## src/rtl/aes_req_arb.sv

```systemverilog
// rtl/aes_req_arb.sv - two-requester arbiter sharing one AES block engine with in-order result return
//
// Build option: define AES_ARB_STRICT_PRIO_EN for fixed priority (port 0 always wins,
// no round-robin pointer). Default build is round-robin.
//
// aes_arb_tag_fifo ports:
//   clk, rst_n        clock, asynchronous active-low reset
//   push, push_tag    write one owner tag (caller guarantees room, counting a same-cycle pop)
//   pop               retire the head tag (caller guarantees not empty)
//   head_tag          owner of the oldest outstanding block
//   full, empty       occupancy flags
//   count             number of stored tags
//
// aes_req_arb ports:
//   clk, rst_n                  clock, asynchronous active-low reset
//   s0_*, s1_*                  requester block inputs (data/vld/rdy)
//   m_data, m_vld, m_rdy        registered block issue towards the engine
//   e_data, e_vld, e_rdy        engine result input
//   r0_*, r1_*                  per-requester result outputs (data/vld/rdy)
//   outstanding                 blocks issued whose result has not returned
//   err                         sticky: result seen while no block was outstanding

module aes_arb_tag_fifo #(
  parameter int DEPTH = 8
) (
  input  logic                   clk,
  input  logic                   rst_n,
  input  logic                   push,
  input  logic                   push_tag,
  input  logic                   pop,
  output logic                   head_tag,
  output logic                   full,
  output logic                   empty,
  output logic [$clog2(DEPTH):0] count
);

  localparam int AW = $clog2(DEPTH);

  logic [AW:0]      wptr;
  logic [AW:0]      rptr;
  logic [DEPTH-1:0] tags;

  always_ff @(posedge clk or negedge rst_n) begin
    if (!rst_n) begin
      wptr <= '0;
      rptr <= '0;
      tags <= '0;
    end else begin
      // When full and popping in the same cycle the write lands on the head
      // slot, which is being retired, so the overwrite is harmless.
      if (push) begin
        tags[wptr[AW-1:0]] <= push_tag;
        wptr               <= wptr + 1'b1;
      end
      if (pop) begin
        rptr <= rptr + 1'b1;
      end
    end
  end

  // Extra MSB on the pointers separates full (MSBs differ) from empty (equal).
  assign count    = wptr - rptr;
  assign empty    = (wptr == rptr);
  assign full     = (wptr[AW] != rptr[AW]) && (wptr[AW-1:0] == rptr[AW-1:0]);
  assign head_tag = tags[rptr[AW-1:0]];

endmodule

module aes_req_arb #(
  parameter int DATA_W    = 128,
  parameter int TAG_DEPTH = 8
) (
  input  logic                       clk,
  input  logic                       rst_n,
  input  logic [DATA_W-1:0]          s0_data,
  input  logic                       s0_vld,
  output logic                       s0_rdy,
  input  logic [DATA_W-1:0]          s1_data,
  input  logic                       s1_vld,
  output logic                       s1_rdy,
  output logic [DATA_W-1:0]          m_data,
  output logic                       m_vld,
  input  logic                       m_rdy,
  input  logic [DATA_W-1:0]          e_data,
  input  logic                       e_vld,
  output logic                       e_rdy,
  output logic [DATA_W-1:0]          r0_data,
  output logic                       r0_vld,
  input  logic                       r0_rdy,
  output logic [DATA_W-1:0]          r1_data,
  output logic                       r1_vld,
  input  logic                       r1_rdy,
  output logic [$clog2(TAG_DEPTH):0] outstanding,
  output logic                       err
);

  logic load_ok;
  logic fifo_full;
  logic fifo_empty;
  logic head_tag;
  logic pop;
  logic can_issue;
  logic gnt0;
  logic gnt1;
  logic accept;

  aes_arb_tag_fifo #(
    .DEPTH (TAG_DEPTH)
  ) u_tag_fifo (
    .clk      (clk),
    .rst_n    (rst_n),
    .push     (accept),
    .push_tag (gnt1),
    .pop      (pop),
    .head_tag (head_tag),
    .full     (fifo_full),
    .empty    (fifo_empty),
    .count    (outstanding)
  );

  // Return routing: the head tag names the owner of the result on e_*.
  // With nothing outstanding the result is a protocol error: swallow it.
  always_comb begin
    r0_vld = 1'b0;
    r1_vld = 1'b0;
    e_rdy  = 1'b0;
    if (fifo_empty) begin
      e_rdy = e_vld;
    end else if (head_tag) begin
      r1_vld = e_vld;
      e_rdy  = r1_rdy;
    end else begin
      r0_vld = e_vld;
      e_rdy  = r0_rdy;
    end
  end

  assign r0_data = e_data;
  assign r1_data = e_data;
  assign pop     = e_vld && e_rdy && !fifo_empty;

  // A full tag FIFO still accepts when a result retires in the same cycle,
  // so a full engine pipeline keeps streaming at one block per cycle.
  assign load_ok   = !m_vld || m_rdy;
  assign can_issue = load_ok && (!fifo_full || pop);

`ifdef AES_ARB_STRICT_PRIO_EN
  assign gnt0 = can_issue && s0_vld;
  assign gnt1 = can_issue && s1_vld && !s0_vld;
`else
  // rr remembers the last granted port; on contention the other port wins.
  logic rr;

  assign gnt0 = can_issue && s0_vld && (!s1_vld || rr);
  assign gnt1 = can_issue && s1_vld && (!s0_vld || !rr);

  always_ff @(posedge clk or negedge rst_n) begin
    if (!rst_n) begin
      rr <= 1'b1;
    end else if (accept) begin
      rr <= gnt1;
    end
  end
`endif

  assign s0_rdy = gnt0;
  assign s1_rdy = gnt1;
  assign accept = gnt0 || gnt1;

  always_ff @(posedge clk or negedge rst_n) begin
    if (!rst_n) begin
      m_vld  <= 1'b0;
      m_data <= '0;
      err    <= 1'b0;
    end else begin
      if (accept) begin
        m_vld  <= 1'b1;
        m_data <= gnt1 ? s1_data : s0_data;
      end else if (m_rdy) begin
        m_vld <= 1'b0;
      end
      if (e_vld && fifo_empty) begin
        err <= 1'b1;
      end
    end
  end

endmodule
```

## config.mk

```make
export PLATFORM = sky130hd
export DESIGN_NAME = aes_req_arb
export DESIGN_NICKNAME = d
export VERILOG_FILES = /design/src/rtl/aes_req_arb.sv
export SDC_FILE = /design/constraint.sdc
export NUM_CORES = 1
export LEC_CHECK = 0
export BUFFER_PORTS_ARGS = -buffer_cell sky130_fd_sc_hd__buf_2
export CAP_MARGIN = 20
export CORE_AREA = 5 5 306 308
export CTS_BUF_LIST = sky130_fd_sc_hd__clkbuf_2 sky130_fd_sc_hd__clkbuf_4 sky130_fd_sc_hd__clkbuf_8
export DETAILED_ROUTE_END_ITERATION = 16
export DIE_AREA = 0 0 311 313
export SYNTH_ARGS = -nofsm -noshare
export SYNTH_HDL_FRONTEND = slang
export SYNTH_HIERARCHICAL = 1
export SYNTH_SLANG_ARGS = --single-unit
```

## constraint.sdc

```tcl
create_clock -name clk -period 5 [get_ports clk]
set_input_delay 0.5 -clock clk [delete_from_list [all_inputs] [get_ports clk]]
set_output_delay 0.5 -clock clk [all_outputs]
set_load 0.01 [all_outputs]
```

# Yosys cells after proc, flatten, opt, wreduce, memory -nomap -nowiden
# Cells that the tools add are included.
# totals
in_bits	392
elab_cells	52
ff_bits	147
# op_classes
n_lt_le_gt_ge	3
reduce_logical	22
muxes	14
add_sub_neg	3
n_eq_ne	3
# ops
cell	n
128-bit 2-to-1 mux	1
1-bit logical AND	10
1-bit 2-to-1 mux	10
4-bit by 1-bit adder with 4-bit output, second input constant	2
8-bit bitwise mux	1
3-bit by 4-bit < comparator with 1-bit output, second input constant	2
1-bit zero test	6
1-bit logical OR	5
4-bit == test	1
4-bit subtractor	1
1-bit binary-select mux with 3-bit select	1
1-bit demux with 3-bit select	1
3-bit == test	1
3-bit by 1-bit greater-or-equal comparator with 1-bit output, second input constant	1
2-bit nonzero test	1
1-bit != test	1

# Longest topological paths before layout
# logic_depth
word_depth	12
ltp_mapped	13
ltp_nobuf	10

# Hierarchy
# Netlist, hierarchy kept.
# modules_own_cells
module	area_per_inst_um2	instances	cells_per_inst
aes_req_arb	8638.3	1	708
aes_arb_tag_fifo	889.6	1	74

# Worst setup path before layout
# No wires, ideal clock.
# synth_timing
path_kind	flip-flop to flip-flop
startpoint	register u_tag_fifo.rptr[0]
endpoint	register u_tag_fifo.tags[2]
path_stages_with_launch	13
setup_slack_ns	1.996
n_path_buf	3
t_arrival_ns	2.879
setup_time_ns	0.125
path_cell_list	dfrtp_1 > mux4_1 > nand2_1 > nand2_1 > mux2i_1 > o21a_2 > nor3_4 > buf_6 > buf_6 > buf_4 > nand2b_4 > nor3b_1 > mux2_2
# synth_between
elab_chain_len	11
# synth_rtl
element	line	source
start, declared	40	logic [AW:0] rptr;
start signal, assigned	56	rptr <= rptr + 1'b1;
1-bit binary-select mux with 3-bit select (*)	65	assign head_tag = tags[rptr[AW-1:0]];
1-bit 2-to-1 mux (not written as such) (*)	65	
net head_tag	100	logic head_tag;
1-bit 2-to-1 mux (*)	129	end else if (head_tag) begin
1-bit 2-to-1 mux (*)	127	if (fifo_empty) begin
1-bit logical AND (*) (2 in a row)	140	assign pop = e_vld && e_rdy && !fifo_empty;
1-bit logical OR (*)	145	assign can_issue = load_ok && (!fifo_full || pop);
1-bit logical AND (*)	145	
1-bit logical AND (on tied branches) (2 in a row)	154, 155	
1-bit logical OR (*)	168	assign accept = gnt0 || gnt1;
net accept	105	logic accept;
end signal, assigned by index	52	tags[wptr[AW-1:0]] <= push_tag;
end, declared	41	logic [DEPTH-1:0] tags;
# Mark *: on every way through the listed nets, which the timed path passes. The rest lies on a longest branch. The select of a mux whose other input is x is not followed.
# A chain may end at the register's enable or synchronous reset.

# Final worst setup path
# layout_timing
startpoint	register u_tag_fifo.rptr[0]
endpoint	output s1_rdy
# layout_between
elab_chain_len	10
# layout_rtl
element	line	source
1-bit binary-select mux with 3-bit select	65	
1-bit 2-to-1 mux (not written as such)	65	
net head_tag	100	
1-bit 2-to-1 mux	129	
1-bit 2-to-1 mux	127	
1-bit logical AND (2 in a row)	140	
1-bit logical OR	145	
1-bit logical AND	145	
1-bit logical AND (2 in a row)	155	assign gnt1 = can_issue && s1_vld && (!s0_vld || !rr);
end, declared	80	output logic s1_rdy,
# The timed path passes the listed nets, and every way through them passes these cells. The select of a mux whose other input is x is not followed.

==> impl_metrics.ini <==
[timing]
tns_ns = 0
rsz0062_at_grt = false
fmax_mhz = 273.9
setup_violations = 0
slew_headroom_pct = 41.53
maxSlewViolCount = 0
period_needed_ns = 3.651
skew_ns = 0.02202
tightest_slew_ns = 0.8770
fin_ws_ns = 1.349
timing.final.crit_share_pct = 73.01
timing.final.hold_violations = 0

[detailed_routing]
antenna_left = 0
drtIter0Drc = 262
wl_um = 34010
via_per_inst = 3.002
via_count = 6350
routedWlPerCell_um = 16.08
drc = 0
firstDrtPassIters = 4

[synth]
seq_area_frac_synth_pct = 38.62
ys_ff_latch = 147
syn_area_sq_um = 9528
synth_cells = 782
synth-edff-count = 0
syn-num-nets = 1180
synthArstFlopShare_pct = 100.0
synth_cell_type_count = 35
ys.warnings.count = 6
avgSynthCellArea_sq_um = 12.18
ys.flop_type = dfrtp_1

[min_path]
min_from = e_vld
hold_end = err
hp-class = input pin to flop
min_path_cells = 2

[clock_network]
cts_buffers = 17
clk_path_buf_depth = 2
htree_levels = 4
clock_latency_ns = 0.56
cts_root_buf = clkbuf_8
cts_tree = yes
clock_sinks = 147
clk_pin_slew_ns = 0.11
cts_resized = 0
postCtsSetupBuffers = 0
ctsHoldBuffers = 1

[critical_path]
critPathMaxStageDelay_ns = 0.61
cp_cell_sequence = mux4_1 -> nand2_1 -> nand2_1 -> mux2i_1 -> o21a_2 -> nor2_1 -> buf_2
r2r_end = u_tag_fifo/tags[2]
start_kind = flop
critical_path_required_ns = 4.50
arrival_ns = 3.15
crit_top_cell = nand2_1
rrSetupSlack_ns = 1.65
cp_max_fo = 9
end_kind = output port
worst_r2r_path_depth = 10
worstSetupPathType = flop to output port
cpMaxStageDelayCell = mux4_1
reg2reg_from = u_tag_fifo/rptr[0]

[status]
status = completed

[power]
ir_drop_uv = 200.3
p_per_area_nw_per_um2 = 553.6
p_leak_nw = 5.339

[floorplan]
fp.coreArea_sq_um = 90830
initial_core_util_pct = 10.49
die_y_um = 313
dieArea_sq_um = 97340
io_pins = 787
num_rows = 111
die_width_um = 311

[final_layout]
design_area_sq_um = 11290
fin_nets = 1308
mostFrequentLayoutCell = buf_2
layout.cells.non_filler = 2115
final_cell_mix = 401 x buf_2, 146 x dfrtp_1, 128 x a22o_1
drive_gt1_share_pct = 63.27
area_growth_pct = 18.54
finalCoreUtilization_pct = 12.43

[placement]
dp_cells = 2076
place_area_sq_um = 10840
gp_congestion = 0.7532
io_buffers = 402
post-place-ws_ns = 1.585
place_hpwl_um = 26240

[grt]
antenna_found_initial = 14
grt_pass1_vias = 6685
grt_overflow_total = 0
grt_max_degree = 129
grt_usage_pct = 6.761
grt_first_pass_wirelength_um = 47040

[flow_run]
cap_violations = 0
[sequential cells by signal, indices dropped and copies added (netlist names)]
| register | count |
|---|---|
| u_tag_fifo/rptr | 4 |
| rr | 1 |
| u_tag_fifo/tags | 8 |
| err | 1 |
| m_vld | 1 |
| m_data | 128 |
| u_tag_fifo/wptr | 4 |
[layout make-up]
| class | instances | area (sq um) |
|---|---|---|
| inverter | 7 | 26.28 |
| tap | 1186 | 1484 |
| timing repair buffer | 410 | 2118 |
| sequential | 147 | 3680 |
| clock buffer | 19 | 249.0 |
| multi-input combinational | 327 | 3546 |
| fill | 10357 | 79540 |
| antenna | 6 | 15.01 |
| clock inverter | 13 | 176.4 |
[cell families (layout without fill, tap and decap cells)]
kind of cell | Yosys count | count (layout) | synth area share [%]
compound gates | 136 | 136 | 12.30
buf+inv | 308 | 449 | 24.36
other cells | 0 | 6 | 0
fa+ha+maj | 6 | 6 | 0.8667
flops | 147 | 147 | 38.62
simple gates | 35 | 35 | 2.127
mux | 141 | 141 | 20.89
xor+xnor | 9 | 9 | 0.8273
[power breakdown]
group	total, mW	internal [mW]	switching (mW)
registers	2.17	1.79	0.381
logic	2.98	1.57	1.41
clock network	1.11	0.515	0.591
total	6.25	3.87	2.38
[critical path: cells and delay by family (launching register included)]
family,cells,cell delay [ns]
AOI/OAI and AO/OA,1,0.28
buffers and inverters,1,0.30
DFF,1,0.51
muxes,2,0.79
and+or+nand+nor,3,0.69
[routing by layer]
layer / global-route usage (%) / routed length [um] / part of all wire [%]
met1: 7.385 / 13010 / 38
met2: 9.780 / 14520 / 43
met3: 4.093 / 4638 / 14
met4: 4.550 / 1817 / 5.3
met5: 0.09881 / 23 / 0.068
[synthesized netlist by cell type, types with 3 or more instances]
cell type / n / area share (%)
inv_1: 7 / 0.28
buf_12: 11 / 2.3
nand2_1: 10 / 0.39
buf_4: 258 / 20
clkbuf_1: 28 / 1.1
ha_1: 5 / 0.66
mux2_4: 100 / 16
nand2b_1: 3 / 0.20
a22o_1: 128 / 12
nor2_1: 6 / 0.24
nand4_1: 3 / 0.20
o21ai_0: 3 / 0.16
dfrtp_1: 146 / 38
xor2_1: 4 / 0.37
nor3b_1: 3 / 0.24
mux2_2: 37 / 4.4
xnor2_1: 5 / 0.46
[worst max path at each step]
stage,startpoint,to,slack [ns],cells past startpoint
finish,u_tag_fifo/rptr[0],s1_rdy,1.35,7
CTS,u_tag_fifo/rptr[0],s1_rdy,1.17,7
floorplan,u_tag_fifo/rptr[0],u_tag_fifo/tags[2],2.00,12
global placement,u_tag_fifo/rptr[0],u_tag_fifo/tags[1],1.69,10
global route,u_tag_fifo/rptr[0],s1_rdy,1.06,7
detailed placement,u_tag_fifo/rptr[0],u_tag_fifo/tags[2],1.59,10
[metrics by stage]
step,hold WS [ns],power [mW]
after floorplan,0.2044,4.313
after global placement,0.4640,5.199
after detailed placement,0.4590,5.237
after CTS,0.04512,6.434
after global routing,0.07603,6.719
final,0.1647,6.253
Note: power is estimated with default switching activity, not from simulation.
